<file path="src/rtl/pc_gen_if.sv">
// Fetch-stage bus between the pipeline control logic (master) and the
// program-counter generator (slave).
interface pc_gen_if #(
    parameter int unsigned ADDR_W  = 32,
    parameter int unsigned STALL_W = 6
);
    logic [STALL_W-1:0] stall;
    logic               flush;
    logic [ADDR_W-1:0]  new_pc;
    logic               branch_flag;
    logic [ADDR_W-1:0]  branch_target;
    logic               ce;
    logic [ADDR_W-1:0]  pc;
    logic               redirect;
    logic               misaligned;

    modport master (
        output stall, flush, new_pc, branch_flag, branch_target,
        input  ce, pc, redirect, misaligned
    );

    modport slave (
        input  stall, flush, new_pc, branch_flag, branch_target,
        output ce, pc, redirect, misaligned
    );
endinterface

</file>
<file path="src/rtl/pc_gen.sv">
// Program-counter generator for the fetch stage: sequential increment, stall,
// branch/flush redirect and a one-entry pending-branch latch for stalled fetch.
module pc_gen #(
    parameter int unsigned       ADDR_W    = 32,
    parameter logic [ADDR_W-1:0] RESET_VEC = '0,
    parameter int unsigned       PC_STEP   = 4,
    parameter int unsigned       STALL_W   = 6
) (
    input  logic     clk,
    input  logic     rst,
    pc_gen_if.slave  bus
);
    localparam logic [ADDR_W-1:0] STEP       = ADDR_W'(PC_STEP);
    localparam logic [ADDR_W-1:0] ALIGN_MASK = ADDR_W'(PC_STEP - 1);

    typedef enum logic {
        S_OFF = 1'b0,
        S_RUN = 1'b1
    } state_e;

    state_e            state_q, state_d;
    logic [ADDR_W-1:0] pc_q, pc_d;
    logic              redirect_q, redirect_d;
    logic              misaligned_q, misaligned_d;
    logic              pend_valid_q, pend_valid_d;
    logic [ADDR_W-1:0] pend_addr_q, pend_addr_d;

    // Only the PC-stage bit of the stall vector matters here.
    logic [STALL_W-1:0] stall_vec;
    logic               unused_stall;
    assign stall_vec    = bus.stall;
    assign unused_stall = ^stall_vec;

    // Next-state and update priority: flush > stall > branch > pending > increment.
    always_comb begin
        state_d      = state_q;
        pc_d         = pc_q;
        redirect_d   = 1'b0;
        pend_valid_d = pend_valid_q;
        pend_addr_d  = pend_addr_q;
        unique case (state_q)
            S_OFF: begin
                state_d = S_RUN;
                pc_d    = RESET_VEC;
            end
            S_RUN: begin
                if (bus.flush) begin
                    pc_d         = bus.new_pc;
                    pend_valid_d = 1'b0;
                    redirect_d   = 1'b1;
                end else if (stall_vec[0]) begin
                    if (bus.branch_flag) begin
                        pend_valid_d = 1'b1;
                        pend_addr_d  = bus.branch_target;
                    end
                end else if (bus.branch_flag) begin
                    pc_d         = bus.branch_target;
                    pend_valid_d = 1'b0;
                    redirect_d   = 1'b1;
                end else if (pend_valid_q) begin
                    pc_d         = pend_addr_q;
                    pend_valid_d = 1'b0;
                    redirect_d   = 1'b1;
                end else begin
                    pc_d = pc_q + STEP;
                end
            end
        endcase
        // Mask is zero when PC_STEP is 1, so the flag is tied low there.
        misaligned_d = |(pc_d & ALIGN_MASK);
    end

    always_ff @(posedge clk) begin
        if (rst) begin
            state_q      <= S_OFF;
            pc_q         <= RESET_VEC;
            redirect_q   <= 1'b0;
            misaligned_q <= 1'b0;
            pend_valid_q <= 1'b0;
            pend_addr_q  <= '0;
        end else begin
            state_q      <= state_d;
            pc_q         <= pc_d;
            redirect_q   <= redirect_d;
            misaligned_q <= misaligned_d;
            pend_valid_q <= pend_valid_d;
            pend_addr_q  <= pend_addr_d;
        end
    end

    assign bus.ce         = (state_q == S_RUN);
    assign bus.pc         = pc_q;
    assign bus.redirect   = redirect_q;
    assign bus.misaligned = misaligned_q;

endmodule

</file>
<file path="src/flat_wrapper.sv">
// flat-port wrapper written by rule: the top's interface ports become plain ports
module pc_gen_flat 
#(
    parameter int unsigned       ADDR_W    = 32,
    parameter logic [ADDR_W-1:0] RESET_VEC = '0,
    parameter int unsigned       PC_STEP   = 4,
    parameter int unsigned       STALL_W   = 6
)
  (clk, rst, bus_stall, bus_flush, bus_new_pc, bus_branch_flag, bus_branch_target, bus_ce, bus_pc, bus_redirect, bus_misaligned);
  pc_gen_if #(.ADDR_W(ADDR_W), .STALL_W(STALL_W)) bus_i ();
  input  logic clk;
  input  logic rst;
  input wire logic [$bits(bus_i.stall)-1:0] bus_stall;
  input wire logic [$bits(bus_i.flush)-1:0] bus_flush;
  input wire logic [$bits(bus_i.new_pc)-1:0] bus_new_pc;
  input wire logic [$bits(bus_i.branch_flag)-1:0] bus_branch_flag;
  input wire logic [$bits(bus_i.branch_target)-1:0] bus_branch_target;
  output wire logic [$bits(bus_i.ce)-1:0] bus_ce;
  output wire logic [$bits(bus_i.pc)-1:0] bus_pc;
  output wire logic [$bits(bus_i.redirect)-1:0] bus_redirect;
  output wire logic [$bits(bus_i.misaligned)-1:0] bus_misaligned;
  assign bus_i.stall = bus_stall;
  assign bus_i.flush = bus_flush;
  assign bus_i.new_pc = bus_new_pc;
  assign bus_i.branch_flag = bus_branch_flag;
  assign bus_i.branch_target = bus_branch_target;
  assign bus_ce = bus_i.ce;
  assign bus_pc = bus_i.pc;
  assign bus_redirect = bus_i.redirect;
  assign bus_misaligned = bus_i.misaligned;
  pc_gen #(.ADDR_W(ADDR_W), .RESET_VEC(RESET_VEC), .PC_STEP(PC_STEP), .STALL_W(STALL_W)) u_core (.clk(clk), .rst(rst), .bus(bus_i));
endmodule
</file>
<file path="config.mk">
export PLATFORM = sky130hd
export DESIGN_NAME = pc_gen_flat
export DESIGN_NICKNAME = d
export VERILOG_FILES = /design/src/rtl/pc_gen_if.sv /design/src/rtl/pc_gen.sv /design/src/flat_wrapper.sv
export SDC_FILE = /design/constraint.sdc
export NUM_CORES = 1
export LEC_CHECK = 0
export BUFFER_PORTS_ARGS = -buffer_cell sky130_fd_sc_hd__buf_2
export CELL_PAD_IN_SITES_DETAIL_PLACEMENT = 1
export CELL_PAD_IN_SITES_GLOBAL_PLACEMENT = 1
export CORE_ASPECT_RATIO = 1.4
export CORE_UTILIZATION = 42
export CTS_BUF_LIST = sky130_fd_sc_hd__clkbuf_8
export CTS_CLUSTER_DIAMETER = 200
export DETAILED_ROUTE_END_ITERATION = 8
export PLACE_DENSITY = 0.86
export SKIP_CTS_REPAIR_TIMING = 1
export SYNTH_ARGS = -nofsm -noshare
export SYNTH_HDL_FRONTEND = slang
export SYNTH_SLANG_ARGS = --single-unit
</file>
<file path="constraint.sdc">
create_clock -name clk -period 4.55 [get_ports clk]
set_input_delay 0.455 -clock clk [delete_from_list [all_inputs] [get_ports clk]]
set_output_delay 0.455 -clock clk [all_outputs]
set_load 0.02 [all_outputs]
</file>
; ---- After elaboration in Yosys (flattened, before gate mapping)
; Index checks and enable logic that the tools add are counted.
; W data, S select, Z words.
[totals]
ff_bits = 68
latchBits = 0
ramBits = 0
mem_bits_ro = 0
inputBits = 74
out_inout_bits = 35
word_cells = 29
mem_count = 0
[classes]
addsub = 1
multipliers = 0
div_mod_pow = 0
order_cmp = 0
eq_ne = 2
n_shift = 0
muxes = 13
n_bitwise = 2
reduce_logical = 4
[op_table]
columns = cell, count
row1 = $mux W32, 4
row2 = $pmux W32 S2, 1
row3 = $add A32 B3 Y32 const B, 1
row4 = $mux W1, 8
row5 = $reduce_and A4 Y1, 1
row6 = $reduce_or A2 Y1, 2
row7 = $ne A3 B1 Y1 const B, 1
row8 = $ne A3 B3 Y1 const B, 1
row9 = $not A1 Y1, 2
row10 = $reduce_and A2 Y1, 1

; ---- Longest topological paths before layout
[depth]
depth_word = 7
mapped_depth = 8
mapped_depth_nobuf = 6

; ---- Worst setup path after synthesis
; OpenSTA, ideal clock, no wires.
[synth_path]
path_kind = reg-to-reg
from = register u_core.pc_q[2] (netlist: u_core.bus.pc[2])
to = register u_core.pc_q[24] (netlist: u_core.bus.pc[24])
setup_time_ps = 86
arrival_time_ps = 1875
t_required_ps = 4464
path_slack_ps = 2589
path_stages_with_launch = 7
n_path_buf = 0
synth_period_minus_slack_ps = 1961
cell_sequence = dfxtp_1 -> ha_1 -> nand4_2 -> nor4_4 -> nand3_1 -> mux2i_1 -> a211oi_1
[synth_between]
elab_chain_len = 6
[synth_rtl]
columns = element, line
row1 = "start, declared", pc_gen.sv:22  ; logic [ADDR_W-1:0] pc_q, pc_d;
row2 = "start signal, assigned", pc_gen.sv:83  ; pc_q <= pc_d;
row3 = $add A32 B3 Y32, pc_gen.sv:65  ; pc_d = pc_q + STEP;
row4 = $mux W32, pc_gen.sv:60  ; end else if (pend_valid_q) begin
row5 = $mux W32, pc_gen.sv:56  ; end else if (bus.branch_flag) begin
row6 = $mux W32, pc_gen.sv:51  ; end else if (stall_vec[0]) begin
row7 = $mux W32, pc_gen.sv:47  ; if (bus.flush) begin
row8 = $pmux W32 S2, pc_gen.sv:41  ; unique case (state_q)
; No other way between the ends. The select of a mux whose other input is x is not followed.
; A chain may end at the register's enable or synchronous reset.

; ---- Worst setup path after layout
[layout_path]
from = input bus_branch_flag
to = register u_core.pc_q[18] (netlist: u_core.bus.pc[18])
[layout_between]
elab_chain_len = 4
[layout_rtl]
columns = element, line
row1 = "start, declared", flat_wrapper.sv:16  ; input wire logic [$bits(bus_i.branch_flag)-1:0] bus_branch_flag;
row2 = $mux W32, pc_gen.sv:56
row3 = $mux W32, pc_gen.sv:51
row4 = $mux W32, pc_gen.sv:47
row5 = $pmux W32 S2, pc_gen.sv:41
; No other way between the ends. The select of a mux whose other input is x is not followed.

==> results.ini <==
[sta]
setup-tns-final_ns = 0
rsz0062_at_grt = false
drv_slew = 0
fmax_mhz = 364
period_minus_slack_ns = 2.75
hold_ws_ns = 0.316
max-slew-margin-rel_pct = 31.0
worst_pin_slew_ns = 1.03
finalClockSkew_ns = 0.0104
finalHoldViolations = 0
setup_viol = 0
final.period_utilization_pct = 60.4

[place]
globalplace.congestion = 0.914
hpwl_microns = 10400
portBuffers = 103

[synth]
synthFlopType = dfxtp_1
seq_area_frac_synth_pct = 35.0
synth-edff-count = 0
postSynthCellCount = 512
yosysUniqueCellTypes = 63
yosys.area.top_type = dfxtp_1
syn_area_per_cell_sq_um = 7.59
synthArstFlopShare_pct = 0
syn-num-nets = 587
ys_ff_latch = 68
netlist_area_sq_um = 3880
synthTopCellsByArea = dfxtp_1 (35%), nand2_1 (10%), a21oi_1 (7.0%)
synth_top_area_share_pct = 35.0
ys_warn_count = 0

[run_status]
outcome = finished clean

[die]
die_y_microns = 116
die_w_microns = 83.3
core_area_sq_um = 8980
initial_core_util_pct = 43.3
ios = 109
std_cell_rows = 41
dieArea_sq_um = 9640

[routing]
ant_nets = 0
drt_iter0_drc = 372
num_vias = 4301
totalWireLength_microns = 14400
via_per_inst = 6.09
drt-pass1-iter-count = 4
wl_per_cell_microns = 20.5
drcViolationCount = 0

[cells_and_area]
drive_above_1_share_pct = 22.4
nets = 670
syn_to_final_growth_pct = 18.0
antennaDiodeCount = 0
mostFrequentLayoutCells = nand2_1 (108), buf_2 (103), dfxtp_1 (68), a21oi_1 (54), o21ai_0 (43)
layout_commonest_cell = nand2_1

[worst_setup_path]
r2r-start = u_core.bus.ce$_DFF_P_
cp-start-kind = primary input
crit_type = in -> reg
cp.arrival_ns = 3.00
critPathRequiredTime_ns = 4.80
crit_path_start = bus_branch_flag
crit_path_max_fanout = 48
worst_setup_path_end_kind = register

[global_route]
first_global_vias = 4216
antenna_found_initial = 0
grt_max_degree = 49
gr-total-overflow = 0
grt.total_usage_pct = 30.3
grt_pass1_wl_microns = 22500

[min_path]
hold_path.class = in -> reg
hold_start = bus_new_pc[23]

[clock_tree]
cts.clk_slew.worst_paths_ns = 0.08
cts_made_buffers = 9
cts_root_buf = clkbuf_8
cts.sinks = 68
clock_latency_ns = 0.37
cts_tree = built
cts_htree_levels = 3
cts_buffer_depth = 2

[power_and_ir_drop]
peakVddDrop_mv = 0.166
p_leak_uw = 0.00174
power_density_nw_per_um2 = 294

[flow_run]
drv_cap = 0

-- where the power goes --
part | switching (uW) | internal, uW | leakage, uW
Combinational | 134 | 76.0 | 0.00108
Sequential | 25.6 | 615 | 0.000554
Clock | 238 | 259 | 0.000106
-- state kept, by name, summed over array words and instances (netlist names) --
register and flops:
u_core.pend_addr_q 32, u_core.pend_valid_q 1, u_core.bus.misaligned 1, u_core.bus.pc 32
u_core.bus.ce 1, u_core.bus.redirect 1
-- per-layer routing --
layer	global-route usage (%)	vias to the layer above	part of all wire (%)
met4	14.5	0	2.4
li1	-	2011	-
met3	5.48	28	5.4
met2	50.4	156	50
met5	0	-	0
met1	38.2	2106	42
-- stage by stage --
stage                     instance area, sq um  util, %  power [uW]  std cells  worst slack [ns]
after detailed placement                  4400     49.0         859        691              1.47
after global placement                    4400     49.0         851        691              1.56
after global routing                      4580     51.1        1390        706              1.55
after CTS                                 4580     51.1        1350        706              1.88
final                                     4580     51.1        1350        706              1.80
after floorplan                           3880        -         770        512              2.59
-- final timing paths --
check,endpoint,slack [ns],depth (start not counted)
worst max-delay path,u_core.bus.pc[18]$_SDFFE_PP0P_,1.80,6
worst min-delay path,u_core.bus.pc[23]$_SDFFE_PP0P_,0.32,3
worst max register to register,u_core.bus.pc[19]$_SDFFE_PP0P_,2.10,5
worst min register to register,u_core.pend_addr_q[25]$_SDFFE_PP0P_,0.46,2
-- worst max-delay path: stages --
cell      delay, ns
buf_2          0.60
clkinv_1       0.94
o211ai_1       0.60
o21ai_0        0.14
a21oi_1        0.17
a21oi_1        0.08
-- cell type report --
cell class	instances	area [sq um]
clock inverters	5	46.3
clock buffers	10	138
fillers	1186	4390
well taps	107	134
repair buffers	108	553
flip-flops and latches	68	1360
inverters	6	22.5
multi-input cells	402	2330
-- cell families after synthesis --
| logic type | Yosys count | share of synthesized area [%] |
|---|---|---|
| AND/OR/NAND/NOR | 203 | 25.9 |
| AO/OA/AOI/OAI | 168 | 26.7 |
| flip-flops | 68 | 35.0 |
| buffers and inverters | 42 | 4.99 |
| XOR/XNOR | 21 | 4.73 |
| multiplexers | 9 | 2.32 |
| adder cells (fa/ha/maj) | 1 | 0.322 |
-- cells in the mapped netlist, types with 2 or more instances --
library cell	n
o221ai_1	3
o22ai_1	7
mux2i_1	9
a222oi_1	4
o21a_1	2
nor2b_1	2
dfxtp_1	68
buf_2	10
a211o_1	2
and3_1	4
nor3_2	2
clkbuf_1	19
o211ai_1	8
inv_1	3
a22oi_1	11
nor3_1	7
o2bb2ai_1	2
nand2b_1	7
buf_4	2
buf_1	2
o21ai_0	43
nand3_1	16
o21ai_1	4
nand2_1	108
a21oi_1	54
and2_1	8
or3_1	3
o31a_1	3
or2_2	2
xnor2_1	10
buf_6	2
a22o_1	4
nand4_1	10
nor4_1	3
a211oi_1	5
nor2_1	18
and4_1	2
xor2_1	11
a31oi_1	7
clkinv_1	2
Power figures use the tool's default switching activity.
